==> src/rtl/sipo_byte_rx.sv <==
// rtl/sipo_byte_rx.sv - serial-in parallel-out word assembler with valid/ready output
// Optional even-parity bit and parity_err port when PARITY_CHECK_EN is defined.
module sipo_byte_rx #(
  parameter int WIDTH     = 8,
  parameter bit MSB_FIRST = 1'b1
) (
  input  logic             clk,
  input  logic             rst,
  input  logic             start,
  input  logic             sin,
  input  logic             sin_valid,
  output logic [WIDTH-1:0] byte_out,
  output logic             byte_valid,
  input  logic             byte_ready,
  output logic             busy,
  output logic             overrun
`ifdef PARITY_CHECK_EN
  ,
  output logic             parity_err
`endif
);

`ifdef PARITY_CHECK_EN
  localparam int NBITS = WIDTH + 1;
`else
  localparam int NBITS = WIDTH;
`endif
  localparam int CW = $clog2(NBITS + 1);
  localparam logic [CW-1:0] LAST = CW'(NBITS - 1);

  typedef enum logic [1:0] {IDLE, SHIFT, HOLD} state_t;

  state_t           state;
  logic [CW-1:0]    cnt;
  logic [WIDTH-1:0] sreg;
  logic [WIDTH-1:0] shifted;
  logic [WIDTH-1:0] word_done;
  logic             take;
  logic             slot_free;
`ifdef PARITY_CHECK_EN
  logic             par_acc;
  logic             hold_perr;
  logic             perr_done;
`endif

  assign take      = byte_valid && byte_ready;
  assign slot_free = !byte_valid || take;

  always_comb begin
    if (MSB_FIRST) shifted = {sreg[WIDTH-2:0], sin};
    else           shifted = {sin, sreg[WIDTH-1:1]};
  end

  // With parity the final sampled bit is the parity bit, so the data word is already complete in sreg.
  always_comb begin
`ifdef PARITY_CHECK_EN
    word_done = sreg;
    perr_done = par_acc ^ sin;
`else
    word_done = shifted;
`endif
  end

  always_ff @(posedge clk) begin
    if (rst) begin
      state      <= IDLE;
      cnt        <= '0;
      sreg       <= '0;
      byte_out   <= '0;
      byte_valid <= 1'b0;
      busy       <= 1'b0;
      overrun    <= 1'b0;
`ifdef PARITY_CHECK_EN
      par_acc    <= 1'b0;
      hold_perr  <= 1'b0;
      parity_err <= 1'b0;
`endif
    end else begin
      // A transfer empties the slot unless a new word loads below on the same edge.
      if (take) byte_valid <= 1'b0;

      unique case (state)
        IDLE: begin
          if (start) begin
            state <= SHIFT;
            cnt   <= '0;
            busy  <= 1'b1;
`ifdef PARITY_CHECK_EN
            par_acc <= 1'b0;
`endif
          end
        end

        SHIFT: begin
          if (sin_valid) begin
            if (cnt == LAST) begin
              if (slot_free) begin
                byte_out   <= word_done;
                byte_valid <= 1'b1;
                state      <= IDLE;
                busy       <= 1'b0;
`ifdef PARITY_CHECK_EN
                parity_err <= perr_done;
`endif
              end else begin
                sreg  <= word_done;
                state <= HOLD;
`ifdef PARITY_CHECK_EN
                hold_perr <= perr_done;
`endif
              end
            end else begin
              sreg <= shifted;
              cnt  <= cnt + CW'(1);
`ifdef PARITY_CHECK_EN
              par_acc <= par_acc ^ sin;
`endif
            end
          end
        end

        HOLD: begin
          if (sin_valid || start) overrun <= 1'b1;
          if (take) begin
            byte_out   <= sreg;
            byte_valid <= 1'b1;
            state      <= IDLE;
            busy       <= 1'b0;
`ifdef PARITY_CHECK_EN
            parity_err <= hold_perr;
`endif
          end
        end

        default: begin
          state <= IDLE;
          busy  <= 1'b0;
        end
      endcase
    end
  end

endmodule

==> config.mk <==
export PLATFORM = sky130hd
export DESIGN_NAME = sipo_byte_rx
export DESIGN_NICKNAME = d
export VERILOG_FILES = /design/src/rtl/sipo_byte_rx.sv
export SDC_FILE = /design/constraint.sdc
export NUM_CORES = 1
export LEC_CHECK = 0
export CORE_ASPECT_RATIO = 1.4
export CORE_MARGIN = 2
export CORE_UTILIZATION = 48
export DETAILED_ROUTE_END_ITERATION = 8
export GPL_ROUTABILITY_DRIVEN = 0
export HOLD_SLACK_MARGIN = 0.05
export PLACE_DENSITY = 0.74
export SYNTH_ARGS = -nofsm -noshare
export SYNTH_HDL_FRONTEND = slang
export SYNTH_SLANG_ARGS = --single-unit
==> constraint.sdc <==
create_clock -name clk -period 1.68 [get_ports clk]
set_clock_uncertainty 0.15 [all_clocks]
set_input_delay 0.42 -clock clk [delete_from_list [all_inputs] [get_ports clk]]
set_output_delay 0.42 -clock clk [all_outputs]
set_load 0.005 [all_outputs]
==> flow_summary.yaml <==
run_status:
  status: "finished with violations"
  violations: "setup timing"
detailed_routing:
  wirelength_um: 3882
  viasPerCell: 5.715
  avgRoutedWirePerCell_um: 17.57
  drt_pass1_iterations: 4
  via_count: 1263
  drt_iter0_markers: 43
  drc: 0
  ant_nets: 0
floorplanning:
  num_rows: 22
  io_pins: 17
  start_util_pct: 50.05
  die_area_um2: 3166
  dieWidth_um: 48.13
  placeableCoreArea_um2: 2615
  die_h_um: 65.79
clock_tree:
  hold_buffers: 0
  numCtsBuffers: 3
  clk_pin_slew_ns: 0.15
  cts.sinks: 25
  worst_skew_pair.late_latency_ns: 0.34
  cts_tree: "yes"
  htreeDepth: 1
  cts_root_buf: "clkbuf_4"
  cts.path.max_buffers: 2
critical_path:
  cp.depth: 7
  cp-endpoint: "byte_out[1]$_SDFFE_PP0P_"
  cpMaxStageDelayCell: "dfxtp_2"
  critPathLaunch: "state[1]$_SDFFE_PP0P_"
  cpPeakStageDelay_ns: 0.35
  rr_startpoint: "state[1]$_SDFFE_PP0P_"
  path_buf_inv: 2
  rr_worst_depth: 7
  crit_arrival_ns: 1.85
  crit_chain: "inv_2 > ha_4 > and4b_2 > a21oi_4 > buf_4 > nor4_2 > nor3_1"
  critPathCaptureType: "register"
  critPathMaxFanout: 6
  critical_path_class: "reg -> reg"
  rrSetupSlack_ns: -0.08
  startpoint_type: "register"
  worstReg2RegEnd: "byte_out[1]$_SDFFE_PP0P_"
  crit_family: "simple AND/OR/NAND/NOR gates"
  required_ns: 1.77
logic_synthesis:
  synth_cells: 135
  ys_seq_elements: 25
  ys_seq_area_share_pct: 38.24
  ys_warn_count: 0
  synth_area_um2: 1309
  avgSynthCellArea_um2: 9.694
  ys_types: 38
  synth_nets: 145
global_routing:
  grt_max_degree: 21
  grt_pass1_vias: 1258
  groute.usage.overall_pct: 24.92
  antenna_found_initial: 0
  overflow: 0
  grt_first_pass_wirelength_um: 5568
timing:
  rsz0062_at_grt: "yes"
  hold_viol_final: 0
  min_period_ns: 1.759
  worst_slack_ns: -0.07929
  maxSlewViolCount: 0
  setup_viol: 13
  tightest_slew_ns: 0.4669
  fin_crit_sh_pct: 104.7
  max_freq_ghz: 0.5684
  relSlewSlack_pct: 68.26
  setup_tns_ns: -0.5112
worst_hold_path:
  min_path_type: "reg -> reg"
power_and_ir_drop:
  ir_worst_vdd_mv: 0.9808
  p_leak_nw: 0.8372
  pwr_density_cell_nw_per_um2: 1556
placement:
  hpwlAfterDp_um: 2416
  dp_slack_ns: -0.4705
  io_buffers: 16
layout:
  fin_nets: 196
  drive_gt1_share_pct: 52.97
  syn_to_final_growth_pct: 56.12
  fill_cells: 156
  diodes: 0
flow_run:
  max_cap_viol_count: 0
-- power breakdown --
group | internal [W] | total, W | switching, W | leakage, nW
registers | 0.000734 | 0.000818 | 0.0000842 | 0.209
logic | 0.00106 | 0.00206 | 0.00100 | 0.614
clock network | 0.0000915 | 0.000296 | 0.000205 | 0.0139
total | 0.00189 | 0.00318 | 0.00129 | 0.837
-- synth_stat cells (all sizes together) --
cell / number / area [µm²]
dfxtp: 25 / 500.5
nor2: 14 / 52.55
mux2i: 11 / 110.1
nor3: 9 / 45.04
nor4: 9 / 62.56
a31oi: 8 / 50.05
mux2: 8 / 90.09
inv: 6 / 22.52
nand2: 6 / 22.52
buf: 5 / 40.04
a21oi: 4 / 23.77
ha: 4 / 50.05
nor2b: 3 / 21.27
o21ai: 3 / 15.01
a2111oi: 2 / 42.54
clkbuf: 2 / 7.510
nor4b: 2 / 23.77
o31ai: 2 / 15.01
xnor2: 2 / 17.52
a21boi: 1 / 11.26
a21o: 1 / 8.760
a311oi: 1 / 8.760
a31o: 1 / 8.760
and4b: 1 / 10.01
nand2b: 1 / 6.260
nand3: 1 / 5.000
nand3b: 1 / 20.02
o211a: 1 / 10.01
o21a: 1 / 7.510
-- per-layer routing --
metal	part of all wire [%]	track usage [%]	wire, µm
met5	0	0	0
met4	3.3	15.54	129
met3	2.6	3.552	101
met2	54	43.33	2105
met1	40	26.06	1545
-- cell type report --
| type | count | area (µm²) | share of cell area [%] |
|---|---|---|---|
| clock buffer | 3 | 22.52 | 1.102 |
| multi-input combinational | 97 | 949.7 | 46.48 |
| timing repair buffer | 53 | 469.2 | 22.96 |
| tap | 36 | 45.04 | 2.205 |
| clock inverter | 1 | 7.507 | 0.3674 |
| inverter | 6 | 28.78 | 1.408 |
| sequential | 25 | 520.5 | 25.47 |
-- registers in the layout, summed over array words and instances, names as in the netlist --
| name | flops |
|---|---|
| byte_out | 8 |
| sreg | 8 |
| cnt | 4 |
| state | 2 |
| busy | 1 |
| byte_valid | 1 |
| overrun | 1 |
-- layout by cell type (no fill, tap or decap), drive strengths merged --
master,count
nand2,6
nor2b,3
nor3,9
a31oi,8
buf,37
a21o,1
a21boi,1
ha,4
nor4,9
inv,5
nor4b,2
mux2i,11
clkbuf,3
a31o,1
o211a,1
o31ai,2
a21oi,4
a2111oi,2
clkinvlp,2
a311oi,1
nor2,14
o21ai,3
clkdlybuf4s50,3
nand2b,1
nand3,1
xnor2,2
dfxtp,25
mux2,8
o21a,1
nand3b,1
dlygate4sd2,13
and4b,1
-- worst min-delay path, cell delays in order (launching register included) --
cell	delay (ns)
dfxtp_2	0.34
inv_1	0.04
a21oi_1	0.05
-- through the flow --
stage	hold slack, ns	cell area [µm²]	utilization, %	std cells	power [W]
3_5_place_dp	0.2940	1722	65.84	205	0.002301
5_1_grt	0.3274	2043	78.13	221	0.003331
3_3_place_gp	0.2885	1722	65.84	205	0.002253
2_1_floorplan	0.2921	1351	-	135	0.001694
6_report	0.3044	2043	78.13	221	0.003179
4_1_cts	0.3100	1914	73.21	215	0.002843
-- what timing repair did --
action,4_1_cts,5_1_grt
pin swaps,6,7
endpoints found under the setup margin,31,16
setup buffers,7,6
resized for setup,52,15
-- how the worst min path moves through the flow --
| stage | from | end | slack, ns | cells after the start |
|---|---|---|---|---|
| 2_1_floorplan | overrun$_SDFFE_PP0P_ | overrun$_SDFFE_PP0P_ | 0.29 | 2 |
| 3_5_place_dp | overrun$_SDFFE_PP0P_ | overrun$_SDFFE_PP0P_ | 0.29 | 2 |
| 3_3_place_gp | overrun$_SDFFE_PP0P_ | overrun$_SDFFE_PP0P_ | 0.29 | 2 |
| 6_report | overrun$_SDFFE_PP0P_ | overrun$_SDFFE_PP0P_ | 0.30 | 2 |
| 5_1_grt | overrun$_SDFFE_PP0P_ | overrun$_SDFFE_PP0P_ | 0.33 | 2 |
| 4_1_cts | overrun$_SDFFE_PP0P_ | overrun$_SDFFE_PP0P_ | 0.31 | 2 |
-- logic make-up (layout without fill, tap and decap cells) --
kind of cell | after synthesis | in the layout | share of synthesized area, %
simple gates | 47 | 47 | 20.55
buf+inv | 13 | 63 | 5.354
mux | 19 | 19 | 15.30
compound gates | 25 | 25 | 15.39
xor+xnor | 2 | 2 | 1.339
fa+ha+maj | 4 | 4 | 3.824
flops | 25 | 25 | 38.24
(Power assumes the default switching activity.)
